**src/rtl/sprite_pkg.sv**
```systemverilog
// rtl/sprite_pkg.sv - shared types and screen constants for the sprite motion scheduler
package sprite_pkg;

  localparam int SCREEN_W    = 1600;
  localparam int SCREEN_H    = 1200;
  localparam int SPRITE_SIZE = 127;
  localparam int VEL_W       = 8;

  typedef logic [10:0]             row_t;
  typedef logic [11:0]             col_t;
  typedef logic signed [VEL_W-1:0] vel_t;

  typedef enum logic [1:0] {IDLE, STEP_ROW, STEP_COL, COMMIT} state_t;

endpackage

```
**src/rtl/sprite_motion_scheduler_if.sv**
```systemverilog
// rtl/sprite_motion_scheduler_if.sv - host config handshake for sprite placement and velocity
interface sprite_motion_scheduler_if #(
  parameter int N_SPRITES = 4
) ();
  localparam int IDX_W = (N_SPRITES > 1) ? $clog2(N_SPRITES) : 1;

  logic             cfg_valid;
  logic             cfg_ready;
  logic             cfg_sel;
  logic [IDX_W-1:0] cfg_idx;
  logic [10:0]      cfg_row;
  logic [11:0]      cfg_col;

  modport master (output cfg_valid, cfg_sel, cfg_idx, cfg_row, cfg_col, input cfg_ready);
  modport slave  (input cfg_valid, cfg_sel, cfg_idx, cfg_row, cfg_col, output cfg_ready);
endinterface

```
**src/rtl/axis_step.sv**
```systemverilog
// rtl/axis_step.sv - combinational step-and-reflect for one axis, shared by row and col
module axis_step #(
  parameter int VEL_W = 8
) (
  input  logic [11:0]             pos,
  input  logic signed [VEL_W-1:0] vel,
  input  logic [11:0]             max,
  output logic [11:0]             new_pos,
  output logic signed [VEL_W-1:0] new_vel
);
  localparam logic signed [VEL_W-1:0] V_MIN = {1'b1, {(VEL_W-1){1'b0}}};
  localparam logic signed [VEL_W-1:0] V_MAX = ~V_MIN;

  logic signed [12:0]      w_sum;
  logic signed [VEL_W-1:0] w_neg;

  assign w_sum = $signed({1'b0, pos}) + $signed({{(13-VEL_W){vel[VEL_W-1]}}, vel});
  assign w_neg = (vel == V_MIN) ? V_MAX : -vel;

  // Reflected results always land in [0,max], so 12-bit modular arithmetic is exact.
  always_comb begin
    new_pos = w_sum[11:0];
    new_vel = vel;
    if (w_sum < 0) begin
      new_pos = -w_sum[11:0];
      new_vel = w_neg;
    end else if (w_sum > $signed({1'b0, max})) begin
      new_pos = max + max - w_sum[11:0];
      new_vel = w_neg;
    end
  end
endmodule

```
**src/rtl/sprite_motion_scheduler.sv**
```systemverilog
// rtl/sprite_motion_scheduler.sv - per-frame sprite motion sequencer with atomic commit
// Optional GRAVITY_EN: adds GRAVITY to each row velocity every frame, saturating.
module sprite_motion_scheduler #(
  parameter int N_SPRITES   = 4,
  parameter int SCREEN_W    = sprite_pkg::SCREEN_W,
  parameter int SCREEN_H    = sprite_pkg::SCREEN_H,
  parameter int SPRITE_SIZE = sprite_pkg::SPRITE_SIZE,
  parameter int VEL_W       = sprite_pkg::VEL_W,
  parameter int GRAVITY     = 1
) (
  input  logic                        clock_162,
  input  logic                        rst,
  input  logic                        frame_start,
  sprite_motion_scheduler_if.slave    cfg,
  output logic                        busy,
  output logic                        update_done,
  output logic                        frame_overrun,
  output logic [N_SPRITES-1:0][10:0]  sprite_row,
  output logic [N_SPRITES-1:0][11:0]  sprite_col
);
  import sprite_pkg::*;

  localparam int IDX_W = (N_SPRITES > 1) ? $clog2(N_SPRITES) : 1;
  localparam logic [11:0] ROW_MAX = 12'(SCREEN_H - SPRITE_SIZE);
  localparam logic [11:0] COL_MAX = 12'(SCREEN_W - SPRITE_SIZE);
  localparam logic signed [VEL_W:0] V_SAT = (VEL_W+1)'((1 << (VEL_W-1)) - 1);
`ifdef GRAVITY_EN
  localparam int GRAV_INC = GRAVITY;
`else
  localparam int GRAV_INC = GRAVITY * 0;
`endif

  state_t                  r_state;
  logic [IDX_W-1:0]        r_idx;
  row_t                    r_row  [N_SPRITES];
  col_t                    r_col  [N_SPRITES];
  logic signed [VEL_W-1:0] r_vrow [N_SPRITES];
  logic signed [VEL_W-1:0] r_vcol [N_SPRITES];
  logic                    r_update_done;
  logic                    r_overrun;
  logic [N_SPRITES-1:0][10:0] r_disp_row;
  logic [N_SPRITES-1:0][11:0] r_disp_col;

  logic                    w_is_col, w_last, w_idx_ok;
  logic [11:0]             w_pos, w_max, w_new_pos;
  logic signed [VEL_W-1:0] w_vel, w_new_vel, w_vrow_next;
  logic signed [VEL_W:0]   w_vsum;

  assign w_is_col = (r_state == STEP_COL);
  assign w_pos    = w_is_col ? r_col[r_idx] : {1'b0, r_row[r_idx]};
  assign w_vel    = w_is_col ? r_vcol[r_idx] : r_vrow[r_idx];
  assign w_max    = w_is_col ? COL_MAX : ROW_MAX;
  assign w_last   = (int'(r_idx) == N_SPRITES - 1);
  assign w_idx_ok = (int'(cfg.cfg_idx) < N_SPRITES);

  axis_step #(.VEL_W(VEL_W)) u_step (
    .pos     (w_pos),
    .vel     (w_vel),
    .max     (w_max),
    .new_pos (w_new_pos),
    .new_vel (w_new_vel)
  );

  assign w_vsum      = {w_new_vel[VEL_W-1], w_new_vel} + (VEL_W+1)'(GRAV_INC);
  assign w_vrow_next = (w_vsum > V_SAT) ? V_SAT[VEL_W-1:0] : w_vsum[VEL_W-1:0];

  always_ff @(posedge clock_162 or posedge rst) begin
    if (rst) begin
      r_state       <= IDLE;
      r_idx         <= '0;
      r_update_done <= 1'b0;
      r_overrun     <= 1'b0;
      r_disp_row    <= '0;
      r_disp_col    <= '0;
      for (int i = 0; i < N_SPRITES; i++) begin
        r_row[i]  <= '0;
        r_col[i]  <= '0;
        r_vrow[i] <= '0;
        r_vcol[i] <= '0;
      end
    end else begin
      r_update_done <= 1'b0;
      if (frame_start && r_state != IDLE) r_overrun <= 1'b1;
      case (r_state)
        IDLE: begin
          if (cfg.cfg_valid && w_idx_ok) begin
            if (cfg.cfg_sel) begin
              r_row[cfg.cfg_idx] <= ({1'b0, cfg.cfg_row} > ROW_MAX) ? ROW_MAX[10:0] : cfg.cfg_row;
              r_col[cfg.cfg_idx] <= (cfg.cfg_col > COL_MAX) ? COL_MAX : cfg.cfg_col;
            end else begin
              r_vrow[cfg.cfg_idx] <= cfg.cfg_row[VEL_W-1:0];
              r_vcol[cfg.cfg_idx] <= cfg.cfg_col[VEL_W-1:0];
            end
          end
          if (frame_start) begin
            r_state <= STEP_ROW;
            r_idx   <= '0;
          end
        end
        STEP_ROW: begin
          r_row[r_idx]  <= w_new_pos[10:0];
          r_vrow[r_idx] <= w_vrow_next;
          r_state       <= STEP_COL;
        end
        STEP_COL: begin
          r_col[r_idx]  <= w_new_pos;
          r_vcol[r_idx] <= w_new_vel;
          if (w_last) begin
            // Last sprite's col is still in flight, so bypass it into the display copy.
            for (int i = 0; i < N_SPRITES; i++) begin
              r_disp_row[i] <= r_row[i];
              r_disp_col[i] <= (i == N_SPRITES - 1) ? w_new_pos : r_col[i];
            end
            r_update_done <= 1'b1;
            r_state       <= COMMIT;
          end else begin
            r_idx   <= r_idx + 1'b1;
            r_state <= STEP_ROW;
          end
        end
        COMMIT:  r_state <= IDLE;
        default: r_state <= IDLE;
      endcase
    end
  end

  assign cfg.cfg_ready  = (r_state == IDLE);
  assign busy           = (r_state != IDLE);
  assign update_done    = r_update_done;
  assign frame_overrun  = r_overrun;
  assign sprite_row     = r_disp_row;
  assign sprite_col     = r_disp_col;
endmodule

```
**src/flat_wrapper.sv**
```systemverilog
// flat-port wrapper written by rule: the top's interface ports become plain ports
module sprite_motion_scheduler_flat import sprite_pkg::*;
#(
  parameter int N_SPRITES   = 4,
  parameter int SCREEN_W    = sprite_pkg::SCREEN_W,
  parameter int SCREEN_H    = sprite_pkg::SCREEN_H,
  parameter int SPRITE_SIZE = sprite_pkg::SPRITE_SIZE,
  parameter int VEL_W       = sprite_pkg::VEL_W,
  parameter int GRAVITY     = 1
)
  (clock_162, rst, frame_start, busy, update_done, frame_overrun, sprite_row, sprite_col, cfg_cfg_valid, cfg_cfg_sel, cfg_cfg_idx, cfg_cfg_row, cfg_cfg_col, cfg_cfg_ready);
  sprite_motion_scheduler_if #(.N_SPRITES(N_SPRITES)) cfg_i ();
  input  logic clock_162;
  input  logic rst;
  input  logic frame_start;
  output logic busy;
  output logic update_done;
  output logic frame_overrun;
  output logic [N_SPRITES-1:0][10:0] sprite_row;
  output logic [N_SPRITES-1:0][11:0] sprite_col;
  input wire logic [$bits(cfg_i.cfg_valid)-1:0] cfg_cfg_valid;
  input wire logic [$bits(cfg_i.cfg_sel)-1:0] cfg_cfg_sel;
  input wire logic [$bits(cfg_i.cfg_idx)-1:0] cfg_cfg_idx;
  input wire logic [$bits(cfg_i.cfg_row)-1:0] cfg_cfg_row;
  input wire logic [$bits(cfg_i.cfg_col)-1:0] cfg_cfg_col;
  output wire logic [$bits(cfg_i.cfg_ready)-1:0] cfg_cfg_ready;
  assign cfg_i.cfg_valid = cfg_cfg_valid;
  assign cfg_i.cfg_sel = cfg_cfg_sel;
  assign cfg_i.cfg_idx = cfg_cfg_idx;
  assign cfg_i.cfg_row = cfg_cfg_row;
  assign cfg_i.cfg_col = cfg_cfg_col;
  assign cfg_cfg_ready = cfg_i.cfg_ready;
  sprite_motion_scheduler #(.N_SPRITES(N_SPRITES), .SCREEN_W(SCREEN_W), .SCREEN_H(SCREEN_H), .SPRITE_SIZE(SPRITE_SIZE), .VEL_W(VEL_W), .GRAVITY(GRAVITY)) u_core (.clock_162(clock_162), .rst(rst), .frame_start(frame_start), .cfg(cfg_i), .busy(busy), .update_done(update_done), .frame_overrun(frame_overrun), .sprite_row(sprite_row), .sprite_col(sprite_col));
endmodule
```
**config.mk**
```make
export PLATFORM = sky130hd
export DESIGN_NAME = sprite_motion_scheduler_flat
export DESIGN_NICKNAME = d
export VERILOG_FILES = /design/src/rtl/sprite_pkg.sv /design/src/rtl/sprite_motion_scheduler_if.sv /design/src/rtl/axis_step.sv /design/src/rtl/sprite_motion_scheduler.sv /design/src/flat_wrapper.sv
export SDC_FILE = /design/constraint.sdc
export NUM_CORES = 1
export LEC_CHECK = 0
export BUFFER_PORTS_ARGS = -buffer_cell sky130_fd_sc_hd__buf_2
export CAP_MARGIN = 25
export CORE_ASPECT_RATIO = 0.75
export CORE_MARGIN = 10
export CORE_UTILIZATION = 45
export DETAILED_ROUTE_END_ITERATION = 16
export SYNTH_ARGS = -nofsm -noshare
export SYNTH_HDL_FRONTEND = slang
export SYNTH_HIERARCHICAL = 1
export SYNTH_SLANG_ARGS = --single-unit
```
**constraint.sdc**
```tcl
create_clock -name clock_162 -period 15.6 [get_ports clock_162]
set_input_delay 3.12 -clock clock_162 [delete_from_list [all_inputs] [get_ports clock_162]]
set_output_delay 3.12 -clock clock_162 [all_outputs]
set_load 0.02 [all_outputs]
```
==> impl_metrics.tcl <==
set metrics [dict create \
    outcome "finished clean" \
    crit_required_ps 16060 \
    row_count 56 \
    crit_slowest_cell "dfrtp_2" \
    num_io_pins 126 \
    die_y_um 174 \
    cts_tree "yes" \
    postCtsHoldBufs 0 \
    cpPeakStageDelay_ps 840 \
    gp_congestion 0.949 \
    fin_area_um2 16200 \
    drt_iter0_markers 1596 \
    synthToLayoutAreaGrowth_pct 13.2 \
    dp_cells 1897 \
    grt_antenna_before_repair 0 \
    worstMarginPinSlew_ps 1140 \
    cp-end-kind "register" \
    diodes 0 \
    relSlewSlack_pct 23.7 \
    post-route-min-period_ps 7140 \
    cp_max_fo 23 \
    synth_cell_types 90 \
    yosys.cell_count.top_type "nand2_1" \
    critPathLaunchType "register" \
    ant_nets 0 \
    grt_pass1_vias 12100 \
    route.detailed.drc 0 \
    yosysWarnings 6 \
    clk_latency_ps 550 \
    synthCells 1434 \
    cap_violations 0 \
    clock.fmax_mhz 140 \
    clkTransAtPathRegs_ps 60 \
    hold_viol 0 \
    cp_cell_sequence "buf_4, mux4_2, nand2_1, nand2_1, ha_1, or3_1, and3_1, a211oi_1, a21oi_1, xnor2_1, inv_1, ha_1, a2111oi_0, a221o_1, a31oi_2, o21ai_0, o32ai_1, a21oi_1, a22oi_1, o2bb2ai_1" \
    synth.yosys.seq_area_share_pct 44.4 \
    reg2reg_depth 20 \
    postCtsSetupBuffers 0 \
    cts_root_buf "clkbuf_16" \
    worstSetupPathType "reg -> reg" \
    multi_input_area_um2 7320 \
    grt_max_degree 133 \
    yosysTopAreaCell "dfrtp_1" \
    die_area_um2 39400 \
    ys_seq_elements 254 \
    grt_pass1_wl_um 75800 \
    initial_utilization_pct 45.7 \
    core_area_um2 31300 \
    io_buffers 125 \
    ys_top_cells_by_area "dfrtp_1 44%, nand2_1 8.9%, mux4_2 6.1%" \
    vias 12400 \
    clock_skew_ps 9.61 \
    routedWlPerCell_um 25.2 \
    placed_area_um2 15200 \
    hold_depth 1 \
    synth_top_area_share_pct 44.4 \
    crit_arrival_ps 7600 \
    drt-pass1-iter-count 6 \
    synth_area_um2 14300 \
    cts_inserted_buffers 27 \
    cts_sinks 254 \
    clock_path_buffers 3 \
    finalSetupViolCount 0 \
    n_fill_cell 2845 \
    setup_tns_ps 0 \
    grt_overflow_total 0 \
    async_reset_ff_share_pct 100 \
    stdcell_count 1952 \
    final-seq-area_um2 6360 \
    dpl.hpwl_um 34200 \
    drv_slew 0 \
    synth_flop_cell "dfrtp_1" \
    synthTopCellsByCount "338 x nand2_1, 254 x dfrtp_1, 97 x o2bb2ai_1" \
    ctsResizeCount 0 \
    die_w_um 226 \
    drive_gt1_share_pct 19.2 \
    cts.htree.levels 1 \
    gr-usage-all-layers_pct 24.5 \
    rsz0062_at_grt "false" \
    wl_um 49100 \
    finalCritPeriodShare_pct 45.8 \
    hp-class "reg -> reg" \
    via_per_inst 6.36 \
    nNetsFinal 1598 \
    avgSynthCellArea_um2 9.98 \
    synth_edf_count 0 \
]
-- through the flow --
| stage | utilization, % | hold WS (ps) | worst slack (ps) |
|---|---|---|---|
| CTS | 51.5 | 467 | 8380 |
| finish | 51.7 | 467 | 8460 |
| detailed placement | 48.4 | 454 | 8410 |
| global route | 51.7 | 480 | 7830 |
| global placement | 48.4 | 434 | 8530 |
| floorplan | - | 451 | 5490 |
-- final cells by class --
| class | instances | share of cell area (%) |
|---|---|---|
| Inverter | 41 | 1.03 |
| Tap cell | 406 | 3.14 |
| Sequential cell | 254 | 39.2 |
| Multi-Input combinational cell | 1045 | 45.2 |
| Clock inverter | 15 | 1.49 |
| Clock buffer | 34 | 4.46 |
| Timing Repair Buffer | 157 | 5.45 |
-- cell usage in the layout (no fill, tap or decap), drive strengths merged, types with 5 or more instances in the layout --
cell and n:
a211oi 7, or3 11, nor3 37, or2 9, a21o 17, xnor2 7, nand3 9, inv 41
a22o 10, a221o 57, nand2 341, and3 27, ha 40, a21oi 28, o21a 12, nand4 9
mux4 39, o2bb2ai 97, bufinv 6, and2 13, nand2b 8, xor2 7, clkbuf 34, nor2b 10
dfrtp 254, a211o 5, a22oi 85, a31oi 7, conb 15, buf 157, clkinv 7, nor2 39
nor4 5, o21ai 41
-- worst paths after layout --
kind | from | end | slack, ps
max in group asynchronous | rst | u_core/sprite_col[7]$_DFFE_PP0P_ | 11340
min in group asynchronous | rst | u_core/sprite_row[0]$_DFFE_PP0P_ | 2760
min reg2reg | u_core/frame_overrun$_DFFE_PP0P_ | u_core/frame_overrun$_DFFE_PP0P_ | 470
min | u_core/frame_overrun$_DFFE_PP0P_ | u_core/frame_overrun$_DFFE_PP0P_ | 470
max reg2reg | u_core/r_idx[0]$_DFFE_PP0P_ | u_core/r_row[41]$_DFFE_PP0P_ | 8460
max | u_core/r_idx[0]$_DFFE_PP0P_ | u_core/r_row[41]$_DFFE_PP0P_ | 8460
-- cell families after synthesis --
| logic type | share of synthesized area [%] |
|---|---|
| AOI/OAI and AO/OA | 23.0 |
| xor gates and xnor gates | 0.857 |
| adders and majority gates | 3.78 |
| buffers and inverters | 4.86 |
| DFF | 44.4 |
| muxes | 6.22 |
| other | 0.0525 |
| and+or+nand+nor | 16.8 |
-- sequential cells by signal, indices dropped and copies added (netlist names) --
register and flops:
u_core/sprite_col 48, u_core/r_idx 2, u_core/r_vcol 32, u_core/sprite_row 44
u_core/r_col 48, u_core/r_row 44, u_core/r_vrow 32, u_core/r_state 2
u_core/frame_overrun 1, u_core/update_done 1
-- metal layers --
metal  share of wire [%]  wire, um  track usage (%)  vias to the layer above
met4                 2.2      1090             5.56                        0
met1                  45     22200             36.6                     6121
met5                   0         0                0                        -
li1                    -         -                -                     5490
met3                  11      5430             5.50                       71
met2                  41     20400             35.0                      737
-- worst max-delay path, delay by kind of cell, from the launching register on --
kind / cells / cell delay, ps
AO/OA/AOI/OAI: 10 / 3190
XOR/XNOR: 1 / 320
adder cells (fa/ha/maj): 2 / 590
buffers and inverters: 2 / 700
flip-flops: 1 / 840
multiplexers: 1 / 570
AND/OR/NAND/NOR: 4 / 800
Power is not shown: default switching activity piles up to over one toggle a cycle in this logic, so the estimate is an artifact.
